**src/rtl/ex_madd_unit_if.sv**
```systemverilog
// Bus between the EX stage / ctrl and the multiply-accumulate engine.
// master = EX/ctrl side, slave = ex_madd_unit.
interface ex_madd_unit_if #(
  parameter int DATA_W = 32
);
  logic              flush;
  logic [5:0]        stall;
  logic              start;
  logic [1:0]        op;
  logic [DATA_W-1:0] reg1_i;
  logic [DATA_W-1:0] reg2_i;
  logic [DATA_W-1:0] hi_i;
  logic [DATA_W-1:0] lo_i;
  logic              stallreq_o;
  logic              whilo_o;
  logic [DATA_W-1:0] hi_o;
  logic [DATA_W-1:0] lo_o;
  logic [1:0]        cnt_o;

  modport master (
    output flush, stall, start, op, reg1_i, reg2_i, hi_i, lo_i,
    input  stallreq_o, whilo_o, hi_o, lo_o, cnt_o
  );

  modport slave (
    input  flush, stall, start, op, reg1_i, reg2_i, hi_i, lo_i,
    output stallreq_o, whilo_o, hi_o, lo_o, cnt_o
  );
endinterface

```
**src/rtl/ex_madd_unit.sv**
```systemverilog
// Multi-cycle MADD/MADDU/MSUB/MSUBU engine: {HI,LO} <= {HI,LO} +/- reg1*reg2.
// Define MADD_SPLIT_MUL_EN to split the multiply over two half-width cycles.
module ex_madd_unit #(
  parameter int DATA_W = 32
) (
  input  logic          clk,
  input  logic          rst,
  ex_madd_unit_if.slave bus
);

  localparam int PW   = 2 * DATA_W;
  localparam int HALF = DATA_W / 2;

  typedef enum logic [2:0] {
    S_IDLE   = 3'd0,
    S_MUL    = 3'd1,
    S_ACC    = 3'd2,
    S_HOLD   = 3'd3,
    S_MUL_HI = 3'd4
  } state_e;

  state_e            state_q, state_d;
  logic [DATA_W-1:0] a_q, b_q;
  logic [1:0]        op_q;
  logic [PW-1:0]     base_q, prod_q, res_q;
  logic [PW-1:0]     prod_d, res;
  logic              go;

  // Low PW bits of the product of the extended operands equal the exact
  // signed/unsigned product modulo 2^PW.
  function automatic logic [PW-1:0] mul_full(input logic [DATA_W-1:0] a,
                                             input logic [DATA_W-1:0] b,
                                             input logic              uns);
    logic signed [PW-1:0] ea, eb;
    ea = uns ? {{DATA_W{1'b0}}, a} : {{DATA_W{a[DATA_W-1]}}, a};
    eb = uns ? {{DATA_W{1'b0}}, b} : {{DATA_W{b[DATA_W-1]}}, b};
    return ea * eb;
  endfunction

  function automatic logic [PW-1:0] acc_wrap(input logic [PW-1:0] base,
                                             input logic [PW-1:0] prod,
                                             input logic          sub);
    return sub ? (base - prod) : (base + prod);
  endfunction

  function automatic logic [DATA_W-1:0] mag(input logic [DATA_W-1:0] x,
                                            input logic              uns);
    return (uns || !x[DATA_W-1]) ? x : (~x + 1'b1);
  endfunction

  assign go  = bus.start & ~bus.flush & rst;
  assign res = acc_wrap(base_q, prod_q, op_q[1]);

`ifdef MADD_SPLIT_MUL_EN
  logic [DATA_W-1:0] mag_a, mag_b;
  logic [PW-1:0]     sum_hi;
  logic              neg;

  always_comb begin
    mag_a  = mag(a_q, op_q[0]);
    mag_b  = mag(b_q, op_q[0]);
    neg    = ~op_q[0] & (a_q[DATA_W-1] ^ b_q[DATA_W-1]);
    sum_hi = prod_q + ((PW'(mag_a) * PW'(mag_b[DATA_W-1:HALF])) << HALF);
    prod_d = prod_q;
    if (state_q == S_MUL)
      prod_d = PW'(mag_a) * PW'(mag_b[HALF-1:0]);
    else if (state_q == S_MUL_HI)
      prod_d = neg ? (~sum_hi + 1'b1) : sum_hi;
  end
`else
  logic [DATA_W-1:0] unused_mag;
  assign unused_mag = mag(a_q, 1'b1);

  always_comb begin
    prod_d = prod_q;
    if (state_q == S_MUL)
      prod_d = mul_full(a_q, b_q, op_q[0]);
  end
`endif

  logic unused_stall;
  assign unused_stall = ^{bus.stall[5:3], bus.stall[1:0]};

  always_ff @(posedge clk or negedge rst) begin
    if (!rst) state_q <= S_IDLE;
    else      state_q <= state_d;
  end

  // Operands and base are captured once at T0 so later input changes are ignored.
  always_ff @(posedge clk or negedge rst) begin
    if (!rst) begin
      a_q    <= '0;
      b_q    <= '0;
      op_q   <= '0;
      base_q <= '0;
      prod_q <= '0;
      res_q  <= '0;
    end else begin
      if (state_q == S_IDLE && go) begin
        a_q    <= bus.reg1_i;
        b_q    <= bus.reg2_i;
        op_q   <= bus.op;
        base_q <= {bus.hi_i, bus.lo_i};
      end
      prod_q <= prod_d;
      if (state_q == S_ACC) res_q <= res;
    end
  end

  always_comb begin
    state_d        = state_q;
    bus.stallreq_o = 1'b0;
    bus.whilo_o    = 1'b0;
    bus.hi_o       = '0;
    bus.lo_o       = '0;
    bus.cnt_o      = 2'd0;
    case (state_q)
      S_IDLE: begin
        bus.stallreq_o = go;
        if (go) state_d = S_MUL;
      end
      S_MUL: begin
        bus.cnt_o      = 2'd1;
        bus.stallreq_o = ~bus.flush;
`ifdef MADD_SPLIT_MUL_EN
        state_d = bus.flush ? S_IDLE : S_MUL_HI;
`else
        state_d = bus.flush ? S_IDLE : S_ACC;
`endif
      end
      S_MUL_HI: begin
        bus.cnt_o      = 2'd1;
        bus.stallreq_o = ~bus.flush;
        state_d        = bus.flush ? S_IDLE : S_ACC;
      end
      S_ACC: begin
        bus.cnt_o = 2'd2;
        if (!bus.flush) begin
          bus.whilo_o            = 1'b1;
          {bus.hi_o, bus.lo_o}   = res;
        end
        state_d = (!bus.flush && bus.stall[2]) ? S_HOLD : S_IDLE;
      end
      S_HOLD: begin
        bus.cnt_o = 2'd3;
        if (!bus.flush) begin
          bus.whilo_o            = 1'b1;
          {bus.hi_o, bus.lo_o}   = res_q;
        end
        state_d = (!bus.flush && bus.stall[2]) ? S_HOLD : S_IDLE;
      end
      default: state_d = S_IDLE;
    endcase
  end

endmodule

```
**src/flat_wrapper.sv**
```systemverilog
// flat-port wrapper written by rule: the top's interface ports become plain ports
module ex_madd_unit_flat 
#(
  parameter int DATA_W = 32
)
  (clk, rst, bus_flush, bus_stall, bus_start, bus_op, bus_reg1_i, bus_reg2_i, bus_hi_i, bus_lo_i, bus_stallreq_o, bus_whilo_o, bus_hi_o, bus_lo_o, bus_cnt_o);
  ex_madd_unit_if #(.DATA_W(DATA_W)) bus_i ();
  input  logic clk;
  input  logic rst;
  input wire logic [$bits(bus_i.flush)-1:0] bus_flush;
  input wire logic [$bits(bus_i.stall)-1:0] bus_stall;
  input wire logic [$bits(bus_i.start)-1:0] bus_start;
  input wire logic [$bits(bus_i.op)-1:0] bus_op;
  input wire logic [$bits(bus_i.reg1_i)-1:0] bus_reg1_i;
  input wire logic [$bits(bus_i.reg2_i)-1:0] bus_reg2_i;
  input wire logic [$bits(bus_i.hi_i)-1:0] bus_hi_i;
  input wire logic [$bits(bus_i.lo_i)-1:0] bus_lo_i;
  output wire logic [$bits(bus_i.stallreq_o)-1:0] bus_stallreq_o;
  output wire logic [$bits(bus_i.whilo_o)-1:0] bus_whilo_o;
  output wire logic [$bits(bus_i.hi_o)-1:0] bus_hi_o;
  output wire logic [$bits(bus_i.lo_o)-1:0] bus_lo_o;
  output wire logic [$bits(bus_i.cnt_o)-1:0] bus_cnt_o;
  assign bus_i.flush = bus_flush;
  assign bus_i.stall = bus_stall;
  assign bus_i.start = bus_start;
  assign bus_i.op = bus_op;
  assign bus_i.reg1_i = bus_reg1_i;
  assign bus_i.reg2_i = bus_reg2_i;
  assign bus_i.hi_i = bus_hi_i;
  assign bus_i.lo_i = bus_lo_i;
  assign bus_stallreq_o = bus_i.stallreq_o;
  assign bus_whilo_o = bus_i.whilo_o;
  assign bus_hi_o = bus_i.hi_o;
  assign bus_lo_o = bus_i.lo_o;
  assign bus_cnt_o = bus_i.cnt_o;
  ex_madd_unit #(.DATA_W(DATA_W)) u_core (.clk(clk), .rst(rst), .bus(bus_i));
endmodule
```
**config.mk**
```make
export PLATFORM = sky130hd
export DESIGN_NAME = ex_madd_unit_flat
export DESIGN_NICKNAME = d
export VERILOG_FILES = /design/src/rtl/ex_madd_unit_if.sv /design/src/rtl/ex_madd_unit.sv /design/src/flat_wrapper.sv
export SDC_FILE = /design/constraint.sdc
export NUM_CORES = 2
export LEC_CHECK = 0
export ABC_AREA = 0
export CAP_MARGIN = 20
export CORE_MARGIN = 5
export CORE_UTILIZATION = 50
export CTS_CLUSTER_SIZE = 20
export DETAILED_ROUTE_END_ITERATION = 8
export GPL_TIMING_DRIVEN = 0
export PLACE_DENSITY = 0.74
export SLEW_MARGIN = 20
export SYNTH_ARGS = -nofsm -noshare
export SYNTH_HDL_FRONTEND = slang
export SYNTH_SLANG_ARGS = --single-unit
export TNS_END_PERCENT = 1
```
**constraint.sdc**
```tcl
create_clock -name clk -period 13.1 [get_ports clk]
set_input_delay 1.965 -clock clk [delete_from_list [all_inputs] [get_ports clk]]
set_output_delay 1.965 -clock clk [all_outputs]
set_load 0.01 [all_outputs]
```
==> flow_results.org <==
** GRT
- The number of antenna violations at the first check in global routing is 25.
- Entering global routing, the biggest net connects 87 pins.
- Global routing used 35.6% of the available tracks.
- The number of global-route vias before repair came to 52123.
- Global routing finished with a remaining overflow of 0.
- The first global-routing pass estimated 348 mm of wire.

** Clocking
- Count of cells resized by post-cts repair :: 0
- Post-CTS Hold Fix Bufs :: 0
- The root buffer cell chosen for the clock tree is clkbuf_16.
- TritonCTS clock tree :: done
- The clock reaches the later pin of the worst-skew pair after 0.63 ns.
- Buffers added to address setup during post-CTS repair amount to 0.
- In this run the deepest clock path goes through 3 buffers.
- Clock input transition at the sequential cells of the worst setup and hold paths :: 0.06 ns
- CTS built an H-tree with a depth of 2.
- Number of buffers inserted during clock tree synthesis :: 34
- CTS saw 260 sinks.

** STA
- The hold violation total from the final report came to 0.
- Count of final max-slew check failures :: 0
- For the pin with the worst max-slew slack, the measured transition is 1.29 ns.
- Headroom to the max-slew limit :: 14.1%
- Timing would allow up to 80.7 MHz.
- In the finished design, the share of the clock period the worst path needs comes to 94.6%.
- Number of setup violations in the final report :: 0
- After layout, the minimum clock period comes to 12.39 ns.
- Total negative slack :: 0 ns
- Setup repair after global routing left no endpoint under its margin.
- Clock skew on the completed layout was measured at 0.0550 ns.

** Synth
- In the synthesized netlist, the cells that appear most often are inv_1, fa_1, and2_1, nand2_1, ha_1.
- The share of the Yosys chip area taken by registers is 10.2%.
- Warnings from Yosys :: 0
- Distinct cell type count of the synthesized netlist :: 80
- Share of the synthesized area in the top cell type :: 44.4%
- Synth Cell Area :: 63800 um^2
- EDFF count, synth :: 0
- Net count of the mapped netlist :: 8724
- Gate count of the mapped netlist :: 6747
- The most used flip-flop cell after synthesis is dfrtp_1.
- The synthesized design spends more area on one cell type than any other, namely fa_1.
- Synth area leaders :: fa_1, dfrtp_1, inv_1
- Fraction of registers with async set/reset :: 100%
- After synthesis the netlist holds a flip-flop and latch count of 260.
- A synthesized cell averages 9.45 um^2.
- In the post-synthesis netlist, the cell with the most instances is inv_1.

** Drt
- Total wirelength of the detailed-routed design :: 239 mm
- Number of remaining DRC errors :: 0
- The first detailed-routing pass took 5 iterations.
- Avg Vias per Cell :: 5.63
- After detailed routing, the average wire length per cell comes to 27.5 um.
- Antenna Violating Nets Remaining :: 0
- The first routing iteration left 4732 violations.
- Vias post-DR :: 49025

** Place
- Counting tap cells, the placed design contains a total of 8622 instances.
- RePlAce Congestion :: 1.08
- Quantity of I/O buffers inserted on ports :: 202
- Sum of net half-perimeters after detailed placement :: 204 mm
- Dpl cell area :: 68100 um^2

** Hold path
- The min-delay analysis places its worst path in the category reg -> reg.

** Floorplan
- The die covers 135000 um^2.
- Effective utilization at floorplan :: 50.1%
- The die is 367 um tall.
- Core Area :: 127000 um^2
- # IOs :: 208
- From left edge to right edge, the die measures 367 um.
- Row generation in the floorplan step produced 131 rows.

** Layout
- Compared with the post-synthesis result, the final layout area differs by 8.81%.
- Non-Filler Instances :: 8702
- Cells with a size suffix above 1 make up 3.93% of the layout.
- Total Nets Final :: 8973
- Layout Utilization :: 54.6%
- The filler cells instantiated in the layout total 11627.
- The finished cells cover 69400 um^2.

** Setup path
- STA classifies the critical path startpoint as a register.
- Type of element capturing the critical path :: register
- Among the stages of the critical path, the cell type that occurs most often is fa_1.
- Data on the critical path arrives at its endpoint at 12.86 ns.
- At the worst endpoint, the required time is 13.57 ns.
- Cell with the largest stage delay on the worst path :: fa_1
- Maximum fanout along the worst path :: 10
- Type of the setup path with the least slack :: reg -> reg
- Setup slack of the worst register-to-register path :: 0.71 ns
- Largest stage delay on the critical path :: 0.92 ns

** Job
- Max-cap violations in this run came to 0.

** Run status
- The run finished with clean final reports.
[state kept, by name, summed over array words and instances (netlist names)]
register / flops
u_core.state_q: 2
u_core.prod_q: 64
u_core.b_q: 32
u_core.op_q: 2
u_core.a_q: 32
u_core.res_q: 64
u_core.base_q: 64
[through the flow]
| stage | hold WS, ns | setup WS, ns |
|---|---|---|
| after floorplan | 0.450 | 4.12 |
| after global placement | 0.462 | -6.90 |
| after detailed placement | 0.471 | 1.02 |
| after CTS | 0.482 | 0.983 |
| after global routing | 0.506 | 0.445 |
| final | 0.478 | 0.707 |
[area by class of cell]
type / count / area, um^2 / area share (%)
tap: 1662 / 2080 / 3.00
timing repair buffer: 213 / 2210 / 3.19
sequential: 260 / 6510 / 9.37
antenna: 18 / 45.0 / 0.0649
clock inverter: 20 / 307 / 0.442
multi-input combinational: 4611 / 50200 / 72.4
inverter: 1535 / 5760 / 8.30
buffer: 341 / 1310 / 1.88
clock buffer: 42 / 952 / 1.37
[routing by layer]
layer | routed length [um] | GRT usage, % | up-vias | part of all wire [%]
li1 | - | - | 20707 | -
met1 | 92800 | 46.6 | 24861 | 39
met2 | 103000 | 54.3 | 2808 | 43
met3 | 27700 | 10.0 | 643 | 12
met4 | 15900 | 18.2 | 6 | 6.7
met5 | 51 | 0 | - | 0.021
[placed cells by master, fill, tap and decap left out, types with 15 or more instances in the layout]
cell / Yosys / final
o21ai_0: 175 / 175
a21o_1: 80 / 80
nand2_1: 658 / 658
nand3_1: 28 / 28
a21oi_1: 187 / 187
and2_1: 658 / 658
o211ai_1: 15 / 15
and3_1: 17 / 17
mux2_2: 150 / 150
ha_1: 422 / 421
o21bai_1: 23 / 23
clkbuf_1: 312 / 303
nor3_1: 42 / 42
xnor2_1: 177 / 177
nand2b_1: 20 / 20
xor2_1: 70 / 70
nor2b_1: 16 / 16
fa_1: 1415 / 1415
buf_1: 20 / 19
nor2_1: 204 / 204
clkdlybuf4s50_1: 0 / 201
dfrtp_1: 260 / 260
inv_1: 1534 / 1534
diode_2: 0 / 18
nand4_1: 29 / 29
a31oi_1: 30 / 30
clkbuf_16: 0 / 35
[critical path: cells and delay by family (launching register included)]
kind	cells	cell delay [ns]
DFF	1	0.55
and+or+nand+nor	6	2.08
adders and majority gates	11	6.37
buffers and inverters	7	2.25
AOI/OAI and AO/OA	4	0.99
[path summary, 6_finish.rpt]
check                                  from                end  cells past startpoint
setup / recovery             u_core.op_q[0]  u_core.prod_q[60]                     28
hold / removal             u_core.res_q[17]   u_core.res_q[17]                      2
setup reg to reg             u_core.op_q[0]  u_core.prod_q[60]                     28
hold reg to reg            u_core.res_q[17]   u_core.res_q[17]                      2
max in group asynchronous               rst   u_core.res_q[16]                      4
min in group asynchronous               rst     u_core.b_q[27]                      1
[kinds of logic (layout without fill, tap and decap cells)]
family | count (synthesis) | count (layout) | share of synthesized area [%]
other | 0 | 18 | 0
xor gates and xnor gates | 247 | 247 | 3.39
DFF | 260 | 260 | 10.2
buffers and inverters | 1876 | 2151 | 11.1
and+or+nand+nor | 1722 | 1722 | 13.5
AOI/OAI and AO/OA | 644 | 644 | 6.30
muxes | 161 | 161 | 2.82
adders and majority gates | 1837 | 1837 | 52.7
Power is not shown: default switching activity piles up to over one toggle a cycle in this logic, so the estimate is an artifact.
